$ cat src/rtl/calc_disp_pkg.sv
// Shared types and constants for the calculator result display: FSM encodings,
// active-low segment patterns and the BCD-to-segment decode.
package calc_disp_pkg;

  localparam int unsigned DEF_DATA_W = 17;
  localparam int unsigned DEF_DIGITS = 6;

  typedef enum logic [2:0] {
    ST_IDLE = 3'b001,
    ST_CONV = 3'b010,
    ST_HOLD = 3'b100
  } state_e;

  // Segment order {Dp,Cg,Cf,Ce,Cd,Cc,Cb,Ca}, active-low
  localparam logic [7:0] SEG_0     = 8'hC0;
  localparam logic [7:0] SEG_1     = 8'hF9;
  localparam logic [7:0] SEG_2     = 8'hA4;
  localparam logic [7:0] SEG_3     = 8'hB0;
  localparam logic [7:0] SEG_4     = 8'h99;
  localparam logic [7:0] SEG_5     = 8'h92;
  localparam logic [7:0] SEG_6     = 8'h82;
  localparam logic [7:0] SEG_7     = 8'hF8;
  localparam logic [7:0] SEG_8     = 8'h80;
  localparam logic [7:0] SEG_9     = 8'h90;
  localparam logic [7:0] SEG_E     = 8'h86;
  localparam logic [7:0] SEG_DP    = 8'h7F;
  localparam logic [7:0] SEG_BLANK = 8'hFF;

  function automatic logic [7:0] seg_decode(input logic [3:0] nib);
    logic [7:0] seg;
    case (nib)
      4'd0:    seg = SEG_0;
      4'd1:    seg = SEG_1;
      4'd2:    seg = SEG_2;
      4'd3:    seg = SEG_3;
      4'd4:    seg = SEG_4;
      4'd5:    seg = SEG_5;
      4'd6:    seg = SEG_6;
      4'd7:    seg = SEG_7;
      4'd8:    seg = SEG_8;
      4'd9:    seg = SEG_9;
      default: seg = SEG_BLANK;
    endcase
    return seg;
  endfunction

endpackage

$ cat src/rtl/calc_bin2bcd.sv
// Sequential double-dabble converter: one add-3/shift step per clock, DATA_W steps
// per conversion; Bcd updates only when a conversion completes.
module calc_bin2bcd
  import calc_disp_pkg::*;
#(
  parameter int unsigned DATA_W = DEF_DATA_W,
  parameter int unsigned DIGITS = DEF_DIGITS
) (
  input  logic                  Clk,
  input  logic                  Reset,
  input  logic                  Start,
  input  logic [DATA_W-1:0]     Value,
  output logic                  Busy,
  output logic                  Ready,
  output logic [4*DIGITS-1:0]   Bcd
);

  localparam int unsigned CNT_W = $clog2(DATA_W + 1);
  localparam int unsigned BCD_W = 4 * DIGITS;

  state_e             state_q, state_d;
  logic [BCD_W-1:0]   work_q, work_d, adj, bcd_q, bcd_d, work_shift;
  logic [DATA_W-1:0]  bin_q, bin_d;
  logic [CNT_W-1:0]   cnt_q, cnt_d;
  logic               accept, last_step;

  assign accept    = Start && (state_q != ST_CONV);
  assign last_step = (state_q == ST_CONV) && (cnt_q == CNT_W'(1));

  always_ff @(posedge Clk or posedge Reset) begin
    if (Reset) begin
      state_q <= ST_IDLE;
    end else begin
      state_q <= state_d;
    end
  end

  always_comb begin
    state_d = state_q;
    unique case (state_q)
      ST_IDLE, ST_HOLD: if (Start) state_d = ST_CONV;
      ST_CONV:          if (last_step) state_d = ST_HOLD;
      default:          state_d = ST_IDLE;
    endcase
  end

  always_comb begin
    Busy  = (state_q == ST_CONV);
    Ready = (state_q == ST_HOLD);
  end

  always_comb begin
    adj = '0;
    for (int i = 0; i < DIGITS; i++) begin
      adj[4*i +: 4] = (work_q[4*i +: 4] >= 4'd5) ? work_q[4*i +: 4] + 4'd3 : work_q[4*i +: 4];
    end
    // Top bit of the adjusted register falls off; it is always zero for in-range inputs
    work_shift = BCD_W'({adj, bin_q[DATA_W-1]});
  end

  always_comb begin
    work_d = work_q;
    bin_d  = bin_q;
    cnt_d  = cnt_q;
    bcd_d  = bcd_q;
    if (accept) begin
      work_d = '0;
      bin_d  = Value;
      cnt_d  = CNT_W'(DATA_W);
    end else if (state_q == ST_CONV) begin
      work_d = work_shift;
      bin_d  = {bin_q[DATA_W-2:0], 1'b0};
      cnt_d  = cnt_q - CNT_W'(1);
      if (last_step) bcd_d = work_shift;
    end
  end

  always_ff @(posedge Clk or posedge Reset) begin
    if (Reset) begin
      work_q <= '0;
      bin_q  <= '0;
      cnt_q  <= '0;
      bcd_q  <= '0;
    end else begin
      work_q <= work_d;
      bin_q  <= bin_d;
      cnt_q  <= cnt_d;
      bcd_q  <= bcd_d;
    end
  end

  assign Bcd = bcd_q;

endmodule

$ cat src/rtl/calc_result_display.sv
// Calculator result display: latches result status, converts to BCD and scans an
// 8-digit multiplexed seven-segment display with leading-zero blanking.
module calc_result_display
  import calc_disp_pkg::*;
#(
  parameter int unsigned DATA_W    = DEF_DATA_W,
  parameter int unsigned DIGITS    = DEF_DIGITS,
  parameter int unsigned SCAN_BITS = 18
) (
  input  logic                  Clk,
  input  logic                  Reset,
  input  logic                  Start,
  input  logic [DATA_W-1:0]     Value,
  input  logic                  Flag,
  input  logic                  Err,
  output logic                  Busy,
  output logic                  Ready,
  output logic [4*DIGITS-1:0]   Bcd,
  output logic [7:0]            An,
  output logic [7:0]            Ssd
);

  logic                  flag_q, err_q;
  logic [SCAN_BITS-1:0]  scan_q;
  logic [2:0]            idx;
  logic [7:0]            en;
  logic [31:0]           bcd_ext;
  logic [3:0]            nib;
  logic [7:0]            an_d, an_q, ssd_d, ssd_q;

  calc_bin2bcd #(
    .DATA_W (DATA_W),
    .DIGITS (DIGITS)
  ) u_bin2bcd (
    .Clk   (Clk),
    .Reset (Reset),
    .Start (Start),
    .Value (Value),
    .Busy  (Busy),
    .Ready (Ready),
    .Bcd   (Bcd)
  );

  always_ff @(posedge Clk or posedge Reset) begin
    if (Reset) begin
      flag_q <= 1'b0;
      err_q  <= 1'b0;
      scan_q <= '0;
    end else begin
      scan_q <= scan_q + SCAN_BITS'(1);
      if (Start && !Busy) begin
        flag_q <= Flag;
        err_q  <= Err;
      end
    end
  end

  assign idx     = scan_q[SCAN_BITS-1 -: 3];
  assign bcd_ext = 32'(Bcd);
  assign nib     = bcd_ext[{idx, 2'b00} +: 4];

  // A digit is shown when it or any more significant digit is nonzero
  always_comb begin
    en = '0;
    for (int i = 0; i < DIGITS; i++) begin
      en[i] = ((bcd_ext >> (4 * i)) != 32'd0);
    end
    en[0] = 1'b1;
  end

  always_comb begin
    an_d  = 8'hFF;
    ssd_d = SEG_BLANK;
    if (Ready) begin
      if (err_q) begin
        if (idx == 3'd7) begin
          an_d[7] = 1'b0;
          ssd_d   = SEG_E;
        end
      end else if (idx == 3'd6) begin
        if (flag_q) begin
          an_d[6] = 1'b0;
          ssd_d   = SEG_DP;
        end
      end else if (en[idx]) begin
        an_d[idx] = 1'b0;
        ssd_d     = seg_decode(nib);
      end
    end
  end

  always_ff @(posedge Clk or posedge Reset) begin
    if (Reset) begin
      an_q  <= 8'hFF;
      ssd_q <= 8'hFF;
    end else begin
      an_q  <= an_d;
      ssd_q <= ssd_d;
    end
  end

  assign An  = an_q;
  assign Ssd = ssd_q;

endmodule

$ cat config.mk
export PLATFORM = sky130hd
export DESIGN_NAME = calc_result_display
export DESIGN_NICKNAME = d
export VERILOG_FILES = /design/src/rtl/calc_disp_pkg.sv /design/src/rtl/calc_bin2bcd.sv /design/src/rtl/calc_result_display.sv
export SDC_FILE = /design/constraint.sdc
export NUM_CORES = 1
export LEC_CHECK = 0
export CAP_MARGIN = 20
export CORE_ASPECT_RATIO = 0.9
export CORE_MARGIN = 5
export CORE_UTILIZATION = 40
export DETAILED_ROUTE_END_ITERATION = 16
export HOLD_SLACK_MARGIN = 0.03
export SYNTH_ARGS = -nofsm -noshare
export SYNTH_HDL_FRONTEND = slang
export SYNTH_HIERARCHICAL = 1
export SYNTH_SLANG_ARGS = --single-unit
$ cat constraint.sdc
create_clock -name Clk -period 6.4 [get_ports Clk]
set_input_delay 0.96 -clock Clk [delete_from_list [all_inputs] [get_ports Clk]]
set_output_delay 0.96 -clock Clk [all_outputs]
set_load 0.01 [all_outputs]
# After elaboration in Yosys (flattened, before gate mapping)
# Memories as Yosys holds them, arrays and structs flattened.
# Index checks and enable logic that the tools add are counted.
[word_totals]
reg_bits = 109
romBits = 112
output_inout_bits = 42
mem_bits_rw = 0
latchBits = 0
mem_count = 1
inputBits = 22
[op_classes]
shifts = 1
magnitude_cmp = 8
n_div = 0
n_mux = 34
n_reduce_logical = 14
add_sub_neg = 8
n_bitwise = 2
n_mul = 0
eq_ne = 9
[mem_list]
columns = ["name", "depth", "width", "rd", "rd_clocked_by_memory_dff", "wr", "line_no", "source"]
rows = [
  ["(no name shown)", 16, 7, 1, 0, 0, "calc_disp_pkg.sv:31", "case (nib)"],
]
[op_table]
columns = ["operator", "count"]
rows = [
  ["$reduce_bool A32 Y1", 5],
  ["$mux W8", 7],
  ["$mux W24", 2],
  ["$mux W17", 2],
  ["$shiftx A32 B6 Y4", 1],
  ["$ge A4 B3 Y1 const B", 6],
  ["$add A4 B2 Y4 const B", 5],
  ["$mux W4", 5],
  ["$add A18 B1 Y18 const B", 1],
  ["$mux W7", 2],
  ["$mux W5", 2],
  ["$eq A3 B3 Y1 const B", 3],
  ["$mux W3", 3],
  ["$not A8 Y8", 1],
  ["$mux W1", 7],
  ["$mux W6", 1],
  ["$pmux W3 S2", 1],
  ["$eq A5 B1 Y1 const B", 1],
  ["$sub A5 B1 Y5 const B", 1],
  ["$logic_and A1 B1 Y1", 4],
  ["$lt A3 B4 Y1 const B", 1],
  ["$add A3 B2 Y3 const B", 1],
  ["$bmux W1 S3", 1],
  ["$demux W1 S3", 1],
  ["12 further kinds", 12],
]

# Depth between registers and ports, before layout
[logic_depth]
word_depth = 9
mapped_depth = 9
ltp_nobuf = 7

# Cells and area by module
# Netlist, hierarchy kept.
[modules_own_cells]
columns = ["mod", "n_inst", "cells_per_inst", "area_each_um2"]
rows = [
  ["calc_bin2bcd", 1, 351, 3552.2],
  ["calc_result_display", 1, 170, 1920.6],
]

# Worst setup path before layout
# Ideal clock, no wire load.
[synth_timing]
kind = "register to register"
from = "register scan_q[17]"
to = "register ssd_q[6], in the netlist Ssd[6]"
stages_incl_launch_ff = 9
path_buffers = 1
arrival_time_ps = 2285
period_less_slack_ps = 2371
path_slack_ps = 4029
t_required_ps = 6314
path_cell_list = "dfrtp_1 buf_6 mux2_4 a222oi_1 inv_1 ha_1 mux2_2 a21oi_1 nand2_1"
[synth_via]
elab_chain_cells = 6
word_cells_on_any_way = 11
cone_classes = "eq/ne: 2; shift: 1; mux: 7; memory: 1"
[synth_rtl]
columns = ["element", "line_no", "source"]
rows = [
  ["start, declared", "calc_result_display.sv:24", "logic [SCAN_BITS-1:0] scan_q;"],
  ["start signal, assigned", "calc_result_display.sv:50", "scan_q <= scan_q + SCAN_BITS'(1);"],
  ["$shiftx A32 B6 Y4 / $bmux W1 S3 (equally long branches)", "calc_result_display.sv:60, calc_result_display.sv:85", ""],
  ["$mem_v2 Z16 W7 / $mux W1 (equally long branches)", "-", ""],
  ["$mux W8", "calc_result_display.sv:85", "end else if (en[idx]) begin"],
  ["$mux W8", "calc_result_display.sv:80", "end else if (idx == 3'd6) begin"],
  ["$mux W8 *", "calc_result_display.sv:75", "if (err_q) begin"],
  ["$mux W8 *", "calc_result_display.sv:74", "if (Ready) begin"],
  ["via ssd_d[6]", "calc_result_display.sv:29", "logic [7:0] an_d, an_q, ssd_d, ssd_q;"],
  ["end signal, assigned", "calc_result_display.sv:98", "ssd_q <= ssd_d;"],
  ["end, declared", "calc_result_display.sv:29", ""],
]
# The timed path passes the listed nets; every way through them passes the cells marked *. The select of a mux whose other input is x is not followed.
# A chain may end at the register's enable or synchronous reset.

# Final worst setup path
[layout_timing]
from = "register u_bin2bcd.state_q[1]"
to = "output Busy"
[layout_via]
elab_chain_cells = 1
[layout_rtl]
columns = ["element", "line_no", "source"]
rows = [
  ["start, declared", "calc_bin2bcd.sv:21", "state_e state_q, state_d;"],
  ["start signal, assigned", "calc_bin2bcd.sv:34", "state_q <= state_d;"],
  ["$eq A3 B2 Y1", "calc_bin2bcd.sv:48", "Busy = (state_q == ST_CONV);"],
  ["end, declared", "calc_result_display.sv:16", "output logic Busy,"],
]
# No other way between the ends.

==> run metrics <==
Critical path buffers and inverters 2; DRT Wirelength 12.1 mm; status completed; top-count cell post-synth dfrtp_1; Clock Latency Late Sink 350 ps; kind of start point of the critical path register; CP endpoint kind output port; Worst VDD drop 207 µV; DRT antenna net count 0; Mapped Area 0.00547 mm²; 1st-pass router iterations 5; clk slew on worst S/H paths 80 ps; final worst-path cycle share 57.6%; chip height 121 µm; Total Power 0.00173 W; max-slew violations 0; Hold/Removal Path Class reg2reg; final setup margin 2710 ps; final hold vios 0; unrepaired setup endpoints after global routing false; CTS buffer count 9; CTS tree yes; H-tree depth 3; die width 133 µm; post-DP HPWL 8.68 mm; Syn. warnings 6; residual DRC count 0; area grow syn2layout 19.1%; Final Critical Period 3690 ps; Place WS 3090 ps; DRT iter0 DRCs 304; static leakage 2.67 nW; asr flop ratio synth 100%; wire length of the first global-routing pass 19.8 mm; critical path's slowest cell clkdlybuf4s50_1; Placed Area 0.00617 mm²; Clk pwr share 36.0%; CP Data Required Time 5440 ps; Initial Util 41.0%; syn avg cell area 10.5 µm²; CTS Sinks 109; Site Rows 40; Synth Flop Type dfrtp_1; Pint 0.00124 W; crit path DAT 2730 ps; ant diodes 0; DR WL/cell 16.2 µm; vias in the first global route 3868; CP top delay family buffers and inverters; cts repair resizes 0; Critical Path Max Stage Delay 670 ps; hold buffers post-CTS 0; DR vias 4001; pwr dens 266 mW/mm²; GRT overflow 0; commonest cells in the netlist 92 x dfrtp_1, 62 x nand2_1, 47 x o21ai_0, 28 x a21oi_1, 26 x nand3_1; P_sw 0.000490 W; Cells after Synth 521; PortBufs 63; sequential share of power 47.6%; total negative setup slack 0 ps; Global Route Usage Sum 15.4%; syn_nets 563; f_max 271 MHz; die area 0.0161 mm²; Distinct cells, synth 52; EDFF count, synth 0; share of cells above drive strength 1 11.2%; Sw Share 28.2%; nets 616; cell taking the most area after synthesis dfrtp_1; Core ar. 0.0134 mm²; WS Path Type reg2out; Slew @ Worst Pin 1000 ps; post-synthesis sequential area ratio 50.2%; synth top area cells dfrtp_1 42%, dfstp_2 8.2%, ha_1 4.6%; drt via density 5.36; Synth top area share 42.1%; post-route cell area 0.00652 mm²; worst path cell trace or3b_4, inv_2, clkdlybuf4s50_1; Logic pwr share 16.3%; post-CTS setup buffer count 0; Synth Register Bits 109; CP Max Fanout 49; initial antenna violation count 0; RD Place Congestion 0.902; CTS Root Cell clkbuf_16; final setup fails 0; Rel. slew slack 33.3%; CTS max path bufs 2; clock skew 8.74 ps; Max Cap Viol 0; largest net degree at the start of global routing 68; IO Pins 64
==> kinds of logic after synthesis <==
logic type / count (synthesis) / synth area share [%]
muxes: 40 / 8.39
buffers and inverters: 51 / 4.94
xor gates and xnor gates: 24 / 3.84
DFF: 109 / 50.2
AOI/OAI and AO/OA: 124 / 13.7
and+or+nand+nor: 153 / 14.4
adders and majority gates: 20 / 4.57
==> worst register-to-register path, stage by stage, from the launching register on <==
cell and delay, ps:
dfrtp_1 720, mux2_2 420, a222oi_1 860, inv_1 160
ha_1 260, mux2_2 260, a21oi_1 150, nand2_1 70
==> power by group through the flow <==
stage / Combinational [W] / Sequential, W / Clock (W)
floorplan: 0.000223 / 0.000821 / 0
global placement: 0.000274 / 0.000833 / 0
detailed placement: 0.000287 / 0.000836 / 0
CTS: 0.000288 / 0.000824 / 0.000645
global route: 0.000324 / 0.000838 / 0.000672
finish: 0.000283 / 0.000826 / 0.000624
==> sequential cells by signal (all words and copies together) (netlist names) <==
name and count:
Ssd 8, u_bin2bcd/work_q 24, u_bin2bcd/bin_q 17, u_bin2bcd/state_q 3
err_q 1, u_bin2bcd/cnt_q 5, u_bin2bcd/Bcd 24, flag_q 1
scan_q 18, An 8
==> layout by cell type (no fill, tap or decap), types with 16 or more instances in the layout <==
cell	n
ha_1	20
o21ai_0	47
dfstp_2	17
clkdlybuf4s50_1	63
mux2i_1	20
nand2_1	62
xnor2_1	22
nand3_1	26
a21oi_1	28
dfrtp_1	92
mux2_2	16
inv_1	23
o21ai_1	24
==> routing by layer <==
metal	up-vias	share of wire, %	GRT usage [%]
met1	1953	48	21.0
met5	-	0	0
met4	0	1.3	4.18
met2	99	45	23.7
met3	14	5.2	5.02
li1	1935	-	-
==> area by class of cell <==
type	count	area [µm²]
Clock buffer	11	275
Clock inverter	5	67.6
Fill cell	1210	6850
Inverter	25	93.8
Multi-Input combinational cell	361	2450
Sequential cell	109	2750
Tap cell	168	210
Timing Repair Buffer	68	668
==> final timing paths <==
kind                                           start                    to  slack (ps)  cells past startpoint
worst max-delay path            u_bin2bcd/state_q[1]                  Busy        2710                      3
worst min-delay path                           err_q                Ssd[4]         460                      1
worst max register to register            scan_q[15]                Ssd[6]        3440                      7
worst min register to register                 err_q                Ssd[4]         460                      1
max in group asynchronous                      Reset  u_bin2bcd/work_q[15]        4510                      3
min in group asynchronous                      Reset     u_bin2bcd/Bcd[17]         840                      2
==> per-stage QoR <==
stage          cells  utilization (%)  hold slack, ps
2_1_floorplan    521                -             404
3_3_place_gp     731             46.2             433
3_5_place_dp     731             46.2             437
4_1_cts          747             48.8             447
5_1_grt          747             48.8             483
6_report         747             48.8             457
Power figures use the tool's default switching activity.
